--- src/rtl/score_disp_pkg.sv ---
// Shared constants for the score display: active-low glyphs {g,f,e,d,c,b,a},
// anode-off pattern and the flash FSM state type.
package score_disp_pkg;

  localparam logic [6:0] SEG_0     = 7'b1000000;
  localparam logic [6:0] SEG_1     = 7'b1111001;
  localparam logic [6:0] SEG_2     = 7'b0100100;
  localparam logic [6:0] SEG_3     = 7'b0110000;
  localparam logic [6:0] SEG_4     = 7'b0011001;
  localparam logic [6:0] SEG_5     = 7'b0010010;
  localparam logic [6:0] SEG_6     = 7'b0000010;
  localparam logic [6:0] SEG_7     = 7'b1111000;
  localparam logic [6:0] SEG_8     = 7'b0000000;
  localparam logic [6:0] SEG_9     = 7'b0010000;
  localparam logic [6:0] SEG_DASH  = 7'b0111111;
  localparam logic [6:0] SEG_BLANK = 7'b1111111;

  localparam logic [3:0] AN_OFF = 4'b1111;

  typedef enum logic {
    IDLE  = 1'b0,
    FLASH = 1'b1
  } flash_state_t;

endpackage

--- src/rtl/bcd_to_seg.sv ---
// Combinational BCD to active-low seven-segment glyph; non-BCD codes show a dash.
module bcd_to_seg
  import score_disp_pkg::*;
(
  input  logic [3:0] bcd_i,
  output logic [6:0] seg_o
);

  always_comb begin
    case (bcd_i)
      4'd0:    seg_o = SEG_0;
      4'd1:    seg_o = SEG_1;
      4'd2:    seg_o = SEG_2;
      4'd3:    seg_o = SEG_3;
      4'd4:    seg_o = SEG_4;
      4'd5:    seg_o = SEG_5;
      4'd6:    seg_o = SEG_6;
      4'd7:    seg_o = SEG_7;
      4'd8:    seg_o = SEG_8;
      4'd9:    seg_o = SEG_9;
      default: seg_o = SEG_DASH;
    endcase
  end

endmodule

--- src/rtl/score_seven_seg.sv ---
// Four-digit multiplexed score display with leading-zero blanking and a
// flash episode after every score increment.
//
//   state | meaning
//   IDLE  | display lit, waiting for a score event
//   FLASH | alternating dark/lit phases, lit_q selects the current phase
module score_seven_seg
  import score_disp_pkg::*;
#(
  parameter int unsigned SCAN_PERIOD   = 100000,
  parameter int unsigned FLASH_HALF    = 25000000,
  parameter int unsigned FLASH_TOGGLES = 6
) (
  input  logic       clk,
  input  logic       rst,
  input  logic [3:0] score0,
  input  logic [3:0] score1,
  input  logic       dis_score,
  output logic [3:0] an,
  output logic [6:0] seg,
  output logic       dp
);

  localparam int unsigned SCAN_W = (SCAN_PERIOD > 1) ? $clog2(SCAN_PERIOD) : 1;
  localparam int unsigned PH_W   = (FLASH_HALF > 1) ? $clog2(FLASH_HALF) : 1;
  localparam int unsigned TOG_W  = $clog2(FLASH_TOGGLES + 1);

  localparam logic [SCAN_W-1:0] SCAN_LAST = SCAN_W'(SCAN_PERIOD - 1);
  localparam logic [PH_W-1:0]   PH_LAST   = PH_W'(FLASH_HALF - 1);
  localparam logic [TOG_W-1:0]  TOG_LAST  = TOG_W'(FLASH_TOGGLES - 1);

  logic [SCAN_W-1:0] scan_cnt_q, scan_cnt_d;
  logic [1:0]        digit_idx_q, digit_idx_d;
  logic [7:0]        prev_q;
  flash_state_t      state_q, state_d;
  logic [PH_W-1:0]   phase_cnt_q, phase_cnt_d;
  logic [TOG_W-1:0]  tog_cnt_q, tog_cnt_d;
  logic              lit_q, lit_d;
  logic [3:0]        an_q, an_d;
  logic [6:0]        seg_q, seg_d;
  logic              dp_q;

  logic [7:0] score_cat;
  logic       score_event;
  logic [3:0] digit_bcd;
  logic [6:0] digit_glyph;

  assign score_cat   = {score1, score0};
  assign score_event = (score_cat != prev_q) && (score_cat != 8'h00);
  assign digit_bcd   = digit_idx_q[0] ? score1 : score0;

  bcd_to_seg u_bcd_to_seg (
    .bcd_i (digit_bcd),
    .seg_o (digit_glyph)
  );

  always_comb begin
    scan_cnt_d  = scan_cnt_q + SCAN_W'(1);
    digit_idx_d = digit_idx_q;
    if (scan_cnt_q == SCAN_LAST) begin
      scan_cnt_d  = '0;
      digit_idx_d = digit_idx_q + 2'd1;
    end
  end

  // A disabled display cancels any flash; it outranks a simultaneous event.
  always_comb begin
    state_d     = state_q;
    phase_cnt_d = phase_cnt_q;
    tog_cnt_d   = tog_cnt_q;
    lit_d       = lit_q;
    if (!dis_score) begin
      state_d     = IDLE;
      phase_cnt_d = '0;
      tog_cnt_d   = '0;
      lit_d       = 1'b1;
    end else if (score_event) begin
      state_d     = FLASH;
      phase_cnt_d = '0;
      tog_cnt_d   = '0;
      lit_d       = 1'b0;
    end else if (state_q == FLASH) begin
      if (phase_cnt_q == PH_LAST) begin
        phase_cnt_d = '0;
        lit_d       = ~lit_q;
        tog_cnt_d   = tog_cnt_q + TOG_W'(1);
        if (tog_cnt_q == TOG_LAST) begin
          state_d = IDLE;
        end
      end else begin
        phase_cnt_d = phase_cnt_q + PH_W'(1);
      end
    end
  end

  always_comb begin
    an_d  = AN_OFF;
    seg_d = SEG_BLANK;
    if (dis_score && !((state_q == FLASH) && !lit_q)) begin
      case (digit_idx_q)
        2'd0: begin
          an_d  = 4'b1110;
          seg_d = digit_glyph;
        end
        2'd1: begin
          if (score1 != 4'd0) begin
            an_d  = 4'b1101;
            seg_d = digit_glyph;
          end
        end
        default: begin
          an_d  = AN_OFF;
          seg_d = SEG_BLANK;
        end
      endcase
    end
  end

  always_ff @(posedge clk) begin
    if (rst) begin
      scan_cnt_q  <= '0;
      digit_idx_q <= 2'd0;
      prev_q      <= 8'h00;
      state_q     <= IDLE;
      phase_cnt_q <= '0;
      tog_cnt_q   <= '0;
      lit_q       <= 1'b1;
      an_q        <= AN_OFF;
      seg_q       <= SEG_BLANK;
      dp_q        <= 1'b1;
    end else begin
      scan_cnt_q  <= scan_cnt_d;
      digit_idx_q <= digit_idx_d;
      prev_q      <= score_cat;
      state_q     <= state_d;
      phase_cnt_q <= phase_cnt_d;
      tog_cnt_q   <= tog_cnt_d;
      lit_q       <= lit_d;
      an_q        <= an_d;
      seg_q       <= seg_d;
      dp_q        <= 1'b1;
    end
  end

  assign an  = an_q;
  assign seg = seg_q;
  assign dp  = dp_q;

endmodule

--- config.mk ---
export PLATFORM = sky130hd
export DESIGN_NAME = score_seven_seg
export DESIGN_NICKNAME = d
export VERILOG_FILES = /design/src/rtl/score_disp_pkg.sv /design/src/rtl/bcd_to_seg.sv /design/src/rtl/score_seven_seg.sv
export SDC_FILE = /design/constraint.sdc
export NUM_CORES = 1
export LEC_CHECK = 0
export CAP_MARGIN = 5
export CORE_MARGIN = 1.5
export CORE_UTILIZATION = 60
export CTS_CLUSTER_DIAMETER = 100
export CTS_CLUSTER_SIZE = 28
export DETAILED_ROUTE_END_ITERATION = 12
export PLACE_DENSITY_LB_ADDON = 0.12
export SKIP_LAST_GASP = 1
export SYNTH_ARGS = -nofsm -noshare
export SYNTH_HDL_FRONTEND = slang
export SYNTH_HIERARCHICAL = 1
export SYNTH_SLANG_ARGS = --single-unit
--- constraint.sdc ---
create_clock -name clk -period 4.05 [get_ports clk]
set_clock_uncertainty 0.1 [all_clocks]
set_input_delay 0.81 -clock clk [delete_from_list [all_inputs] [get_ports clk]]
set_output_delay 0.81 -clock clk [all_outputs]
set_load 0.01 [all_outputs]
==> metrics.md, run 1 <==
| Metric | Value |
|---|---|
| Via count | `between 2000 and 3000` |
| Final cell count without fillers | `463` |
| Vias in the first global route | `~2600` |
| Num CTS Buffers | `9` |
| Worst hold path class | `reg2reg` |
| CP Launch Point | `score1[1]` |
| GP Congestion | `between 0.7 and 0.8` |
| Number of flops mapped to enable cells by yosys | `0` |
| Clk Tree Root Cell | `clkbuf_8` |
| CP endpoint | `phase_cnt_q[12]$_SDFFE_PP0P_` |
| CP Class | `in2reg` |
| Pins Over Slew Limit | `0` |
| DRT Pass-1 Iters | `4` |
| Vias/cell | `slightly below 6` |
| Mapped Area | `about 0.0036 mm2` |
| Detailed placement HPWL | `roughly 4600 um` |
| Initial Utilization | `approximately 63%` |
| Nets@finish | `between 400 and 500` |
| Period Utilization, post-route | `~64%` |
| Routed len/inst | `around 15 um` |
| Worst Path Arrival | `around 2.7 ns` |
| Share of the synthesized area in the top cell type | `between 30% and 40%` |
| Async set-reset flop share out of synthesis | `0%` |
| Rows | `27` |
| Area Growth Syn to Fin | `10.91%` |
| Residual DRC count | `0` |
| Clk_lat worst skew | `0.35 ns` |
| CP required | `about 4.2 ns` |
| MaxCap Viol Count | `0` |
| CTS clk-pin slew, worst paths | `0.08 ns` |
| Final WL | `approximately 7000 um` |
| Die height | `between 70 and 80 um` |
| Worst Tran Pin Value | `0.6241 ns` |
| First-pass GRT wire length | `12030 um` |
| Slew margin rel. | `58.40%` |
| Cells after DPL | `~450` |
| CTS tree | `done` |
| Peak supply drop | `around 0.32 mV` |
| Largest family of logic cells by synthesized area | `simple AND/OR/NAND/NOR gates` |
| Post-DRT Antenna Nets | `0` |
| Post-CTS Setup Inserts | `0` |
| Chip width | `about 80 um` |
| Syn_area_per_cell | `approximately 9.6 um2` |
| Clock Tree Buf Depth | `2` |
| Fmax | `roughly 380 MHz` |
| Pleak | `approximately 1.3 nW` |
| Synth area leader | `dfxtp_1` |
| Synth area leaders | `dfxtp_1 37%, xor2_1 4.7%, ha_1 3.9%` |
| Hold Vio Cnt, Final | `0` |
| Top FF cell, synth | `dfxtp_1` |
| Largest net degree at the start of global routing | `31` |
| Initial antenna violation count | `0` |
| Synth Area in Compound Gates | `between 10% and 20%` |
| Final worst setup slack | `~1.5 ns` |
| Post_cts resized | `0` |
| Mapped Cells | `approximately 370` |
| Adder-Cell Fraction of Synth Area | `about 3.9%` |
| CP startpoint kind | `input port` |
| Antenna diodes | `0` |
| Worst-path fanout max | `30` |
| Crit-path max cell delay | `~0.47 ns` |
| Die area | `about 0.0064 mm2` |
| Seq/Total Area, Yosys | `37.16%` |
| Detailed Route Iter0 Violations | `approximately 210` |
| XOR/XNOR Fraction of Synth Area | `approximately 7.9%` |
| GRT Util Overall | `about a quarter` |
| IO buf count | `19` |
| Pre-CTS WS | `~1.1 ns` |
| Endpoint class of the critical path | `flip-flop` |
| Simple-gate share of the synthesized area | `29.98%` |
| Cell Pwr Density | `around 350 mW/mm2` |
| Core Box Area | `0.005608 mm2` |
| Hold Buf Count CTS | `0` |
| Shortest period the worst path allows | `around 2.6 ns` |
| Share of layout cells above drive strength 1 | `a little over an eighth` |
| Grt ovf | `0` |
| CP max stage cell | `clkdlybuf4s50_1` |
| Worst r2r dst | `phase_cnt_q[21]$_SDFFE_PP0P_` |
| Unrepaired setup endpoints after global routing | `no` |
| Htree depth | `3` |
| Crit-path cells | `clkdlybuf4s50_1 -> xor2_1 -> nor4_1 -> a22oi_2 -> buf_4 -> a2111oi_0` |
| Status | `finished clean` |
| # IOs | `23` |
| #FFs+latches synth | `66` |
| Reg2Reg Setup Slack | `roughly 1.6 ns` |
| Cell variety after synth | `64` |
| Setup TNS | `0 ns` |
| Post-synthesis mux area share | `between 1.5 and 2%` |
| Sink Count | `66` |
| Worst r2r src | `state_q$_SDFF_PP0_` |
| Setup violators final | `0` |
| Reg2Reg Depth | `4` |
| Syn. warnings | `6` |
[area by class of cell]
cell class / count / area, um2
clock buffer: 9 / 123.9
clock inverter: 7 / 100.1
fill: 456 / 1664
inverter: 12 / 45.04
multi-input combinational: 274 / 2043
sequential: 66 / 1321
tap: 72 / 90.09
timing repair buffer: 23 / 220.2
[sequential cells by signal, indices dropped and copies added, names as in the netlist]
name / cells
an: 2
digit_idx_q: 2
seg: 7
scan_cnt_q: 17
phase_cnt_q: 25
tog_cnt_q: 3
state_q: 1
prev_q: 8
lit_q: 1
[layer usage]
layer | part of all wire (%) | wire (um) | GRT usage [%] | vias to the layer above
met5 | 0 | 0 | 0 | -
met4 | 1.0 | 70 | 8.103 | 0
met3 | 2.7 | 189 | 7.429 | 8
met2 | 50 | 3512 | 40.67 | 39
met1 | 46 | 3226 | 29.00 | 1292
li1 | - | - | - | 1391
[how the worst min path moves through the flow]
stage	from	endpoint	slack, ns	depth (start not counted)
2_1_floorplan	scan_cnt_q[0]$_SDFF_PP0_	scan_cnt_q[0]$_SDFF_PP0_	0.33	1
3_3_place_gp	scan_cnt_q[0]$_SDFF_PP0_	scan_cnt_q[0]$_SDFF_PP0_	0.35	1
3_5_place_dp	scan_cnt_q[0]$_SDFF_PP0_	scan_cnt_q[0]$_SDFF_PP0_	0.35	1
4_1_cts	scan_cnt_q[0]$_SDFF_PP0_	scan_cnt_q[0]$_SDFF_PP0_	0.37	1
5_1_grt	scan_cnt_q[0]$_SDFF_PP0_	scan_cnt_q[0]$_SDFF_PP0_	0.40	1
6_report	scan_cnt_q[0]$_SDFF_PP0_	scan_cnt_q[0]$_SDFF_PP0_	0.37	1
[synth_stat cells, drive strengths merged (3+ instances only)]
cell / instances
dfxtp: 66
nand2: 23
nor2: 21
xor2: 19
nor4: 16
buf: 14
nand3: 14
a2111oi: 13
o21ai: 13
xnor2: 13
inv: 12
nand4: 12
ha: 11
nand2b: 11
or3: 11
nor2b: 10
o31ai: 9
or4: 9
clkbuf: 8
nor3: 7
a211oi: 6
and4: 6
a21oi: 5
and3: 5
mux2: 4
a22oi: 3
and2: 3
nor4b: 3
[per-stage QoR]
stage,area (um2),power [mW],util (%),hold WS (ns)
after floorplan,3563,0.7432,-,0.3297
after global placement,3720,0.7675,66.33,0.3464
after detailed placement,3720,0.7691,66.33,0.3528
after CTS,3944,1.391,70.33,0.3726
after global routing,3944,1.426,70.33,0.4004
final,3944,1.377,70.33,0.3749
[cell usage in the layout, fill, tap and decap left out, types with 12 or more instances in the layout]
cell	n
o21ai_0	13
clkdlybuf4s50_1	19
dfxtp_1	66
nor4_1	16
nor2_1	21
xnor2_1	13
xor2_1	19
nand2_1	21
nand3_1	14
inv_1	12
[where the power goes]
part	switching, mW	internal [mW]
clock network	0.272	0.352
registers	0.00828	0.661
logic	0.0436	0.0410
total	0.324	1.05
[critical path, delay by kind of cell]
kind	cells	cell delay [ns]
simple gates	1	0.38
compound gates	2	0.57
buf+inv	2	0.77
xor+xnor	1	0.18
[cells by family (layout without fill, tap and decap cells)]
| group | Yosys count | after routing |
|---|---|---|
| buffers and inverters | 34 | 51 |
| xor gates and xnor gates | 32 | 32 |
| muxes | 6 | 6 |
| adders and majority gates | 11 | 11 |
| other | 1 | 3 |
| DFF | 66 | 66 |
| AOI/OAI and AO/OA | 55 | 55 |
| and+or+nand+nor | 167 | 167 |
(Power assumes the default switching activity.)
==> run 2, diff against run 1 <==
- CORE_UTILIZATION: 60 -> 53
- clock period: 4.05 -> 2.1 ns (I/O delays scaled with it)
==> run 2 against run 1 <==
Compared with the run above: clock-buffer cell count grew 4; flip-flop and latch count is the same; core utilization shrank 5.1 points; final area grew 6.3%; worst setup slack lost 1.3 ns; sequential share of layout area shrank 1.9 points; global-route usage shrank 2.4 points; non-clock buffer count grew 27; cell count grew 6.7%; first-iteration DRC count shrank 48%; critical path depth shrank 1; total power grew 87%; largest power group unchanged.
==> metrics.md, run 2 (synthesized netlist as in run 1, its figures left out) <==
| Metric | Value |
|---|---|
| Status | `finished clean` |
| Hold Vio Cnt, Final | `0` |
| Routed len/inst | `~15 um` |
| Post-DRT Antenna Nets | `0` |
| CP required | `~2.3 ns` |
| GRT Util Overall | `a little over a fifth` |
| Residual DRC count | `0` |
| # IOs | `23` |
| Top flop regs | `phase_cnt_q: 25 flops, scan_cnt_q: 17 flops, prev_q: 8 flops` |
| Via count | `between 2000 and 3000` |
| Most frequent cells in the layout | `64 x dfxtp_1, 29 x buf_4, 21 x nand2_1, 21 x nor2_1` |
| Fmax | `roughly 500 MHz` |
| Detailed Route Iter0 Violations | `107` |
| Clock power share | `a little over two fifths` |
| Largest net degree at the start of global routing | `31` |
| Initial antenna violation count | `0` |
| Unrepaired setup endpoints after global routing | `no` |
| Layout fillers | `roughly 550` |
| Final WL | `a little over 7000 um` |
| CP startpoint kind | `flip-flop` |
| Core Box Area | `between 0.006 and 0.007 mm2` |
| Setup violators final | `0` |
| MaxCap Viol Count | `0` |
| Nets@finish | `roughly 440` |
| GP Congestion | `about 0.77` |
| Period Utilization, post-route | `between 90% and 100%` |
| Num CTS Buffers | `9` |
| Htree depth | `3` |
| Initial Utilization | `between 50% and 60%` |
| Peak supply drop | `0.4360 mV` |
| CP max stage cell | `dfxtp_1` |
| Post-CTS Setup Inserts | `0` |
| Sw Share | `22.11%` |
| Cell-internal power | `2.003 mW` |
| CP Class | `reg2reg` |
| Worst hold path class | `reg2reg` |
| Hold_ws | `between 0.3 and 0.4 ns` |
| Final cell count without fillers | `roughly 500` |
| Die area | `0.007210 mm2` |
| Rows | `29` |
| Vias in the first global route | `2690` |
| Flip-flop count of the largest register after layout | `25` |
| Crit-path cells | `nand4_4 -> nand4bb_1 -> buf_4 -> or3_1 -> a2111oi_2` |
| Bufs and invs on worst path | `1` |
| Shortest period the worst path allows | `roughly 2.0 ns` |
| CP delay by family, top | `simple AND/OR/NAND/NOR gates` |
| Worst Path Arrival | `~2.1 ns` |
| Die height | `around 85 um` |
| Sink Count | `66` |
| DRT Pass-1 Iters | `4` |
| IO buf count | `19` |
| Chip width | `approximately 85 um` |
| First-pass GRT wire length | `12500 um` |
| Detailed placement HPWL | `approximately 5100 um` |
| Post_cts resized | `1` |
| Worst-path fanout max | `6` |
| Comb power frac | `~7%` |
| Pleak | `~1.5 nW` |
| Endpoint class of the critical path | `flip-flop` |
| Register share of total power | `about 50%` |
| Pre-CTS WS | `-0.2761 ns` |
| Area Growth Syn to Fin | `17.84%` |
| Share of layout cells above drive strength 1 | `20.14%` |
| Net switching power | `~570 uW` |
| Cells after DPL | `479` |
| Pins Over Slew Limit | `0` |
| CTS clk-pin slew, worst paths | `around 0.070 ns` |
| Pwr Total | `2.571 mW` |
| Vias/cell | `roughly 5.6` |
| Hold Buf Count CTS | `0` |
| Final worst setup slack | `roughly 0.12 ns` |
| Clk Tree Root Cell | `clkbuf_8` |
| CTS tree | `done` |
| Cell Pwr Density | `just over 600 mW/mm2` |
| Top reg by flops | `phase_cnt_q` |
| Crit-path max cell delay | `between 0.4 and 0.5 ns` |
| Clock Tree Buf Depth | `2` |
| Antenna diodes | `0` |
| Grt ovf | `0` |
| Clk_lat worst skew | `between 0.3 and 0.4 ns` |
| Leading cell type in the layout, fill and taps excluded | `dfxtp_1` |
run 2: layout make-up:
| class | count | area, um2 | share of cell area (%) |
|---|---|---|---|
| multi-input cells | 274 | 2073 | 49.48 |
| flip-flops and latches | 66 | 1324 | 31.59 |
| repair buffers | 50 | 447.9 | 10.69 |
| clock buffers | 13 | 168.9 | 4.031 |
| well taps | 77 | 96.34 | 2.299 |
| inverters | 12 | 45.04 | 1.075 |
| clock inverters | 2 | 35.03 | 0.8361 |
run 2: worst paths after layout:
path,startpoint,end,slack (ns),cells past startpoint
worst max-delay path,phase_cnt_q[2]$_SDFFE_PP0P_,phase_cnt_q[15]$_SDFFE_PP0P_,0.12,5
worst min-delay path,scan_cnt_q[0]$_SDFF_PP0_,scan_cnt_q[0]$_SDFF_PP0_,0.36,1
worst max register to register,phase_cnt_q[2]$_SDFFE_PP0P_,phase_cnt_q[15]$_SDFFE_PP0P_,0.12,5
worst min register to register,scan_cnt_q[0]$_SDFF_PP0_,scan_cnt_q[0]$_SDFF_PP0_,0.36,1
run 2: layer usage:
metal	share of wire (%)	wire length (um)	GRT usage, %
met5	0	0	0
met1	47	3347	27.63
met3	2.8	200	5.934
met2	48	3450	34.40
met4	2.5	177	10.13
run 2: metrics by stage:
step / instance area, um2 / util (%) / setup TNS (ns)
5_1_grt: 4190 / 65.24 / 0
6_report: 4190 / 65.24 / 0
2_1_floorplan: 3563 / - / 0
4_1_cts: 4159 / 64.76 / 0
3_5_place_dp: 3954 / 61.56 / -4.024
3_3_place_gp: 3954 / 61.56 / -3.124
run 2: power by group through the flow:
stage / registers (mW) / logic [mW] / clock network [mW]
final: 1.29 / 0.183 / 1.10
after global routing: 1.29 / 0.200 / 1.21
after global placement: 1.32 / 0.176 / 0
after detailed placement: 1.32 / 0.179 / 0
after CTS: 1.29 / 0.180 / 1.13
after floorplan: 1.32 / 0.115 / 0
==> run 3, diff against run 2 <==
- CTS_CLUSTER_SIZE: 28 -> 30
==> results of run 3 <==
Final layout, timing and power as in run 2 (identical DEF).
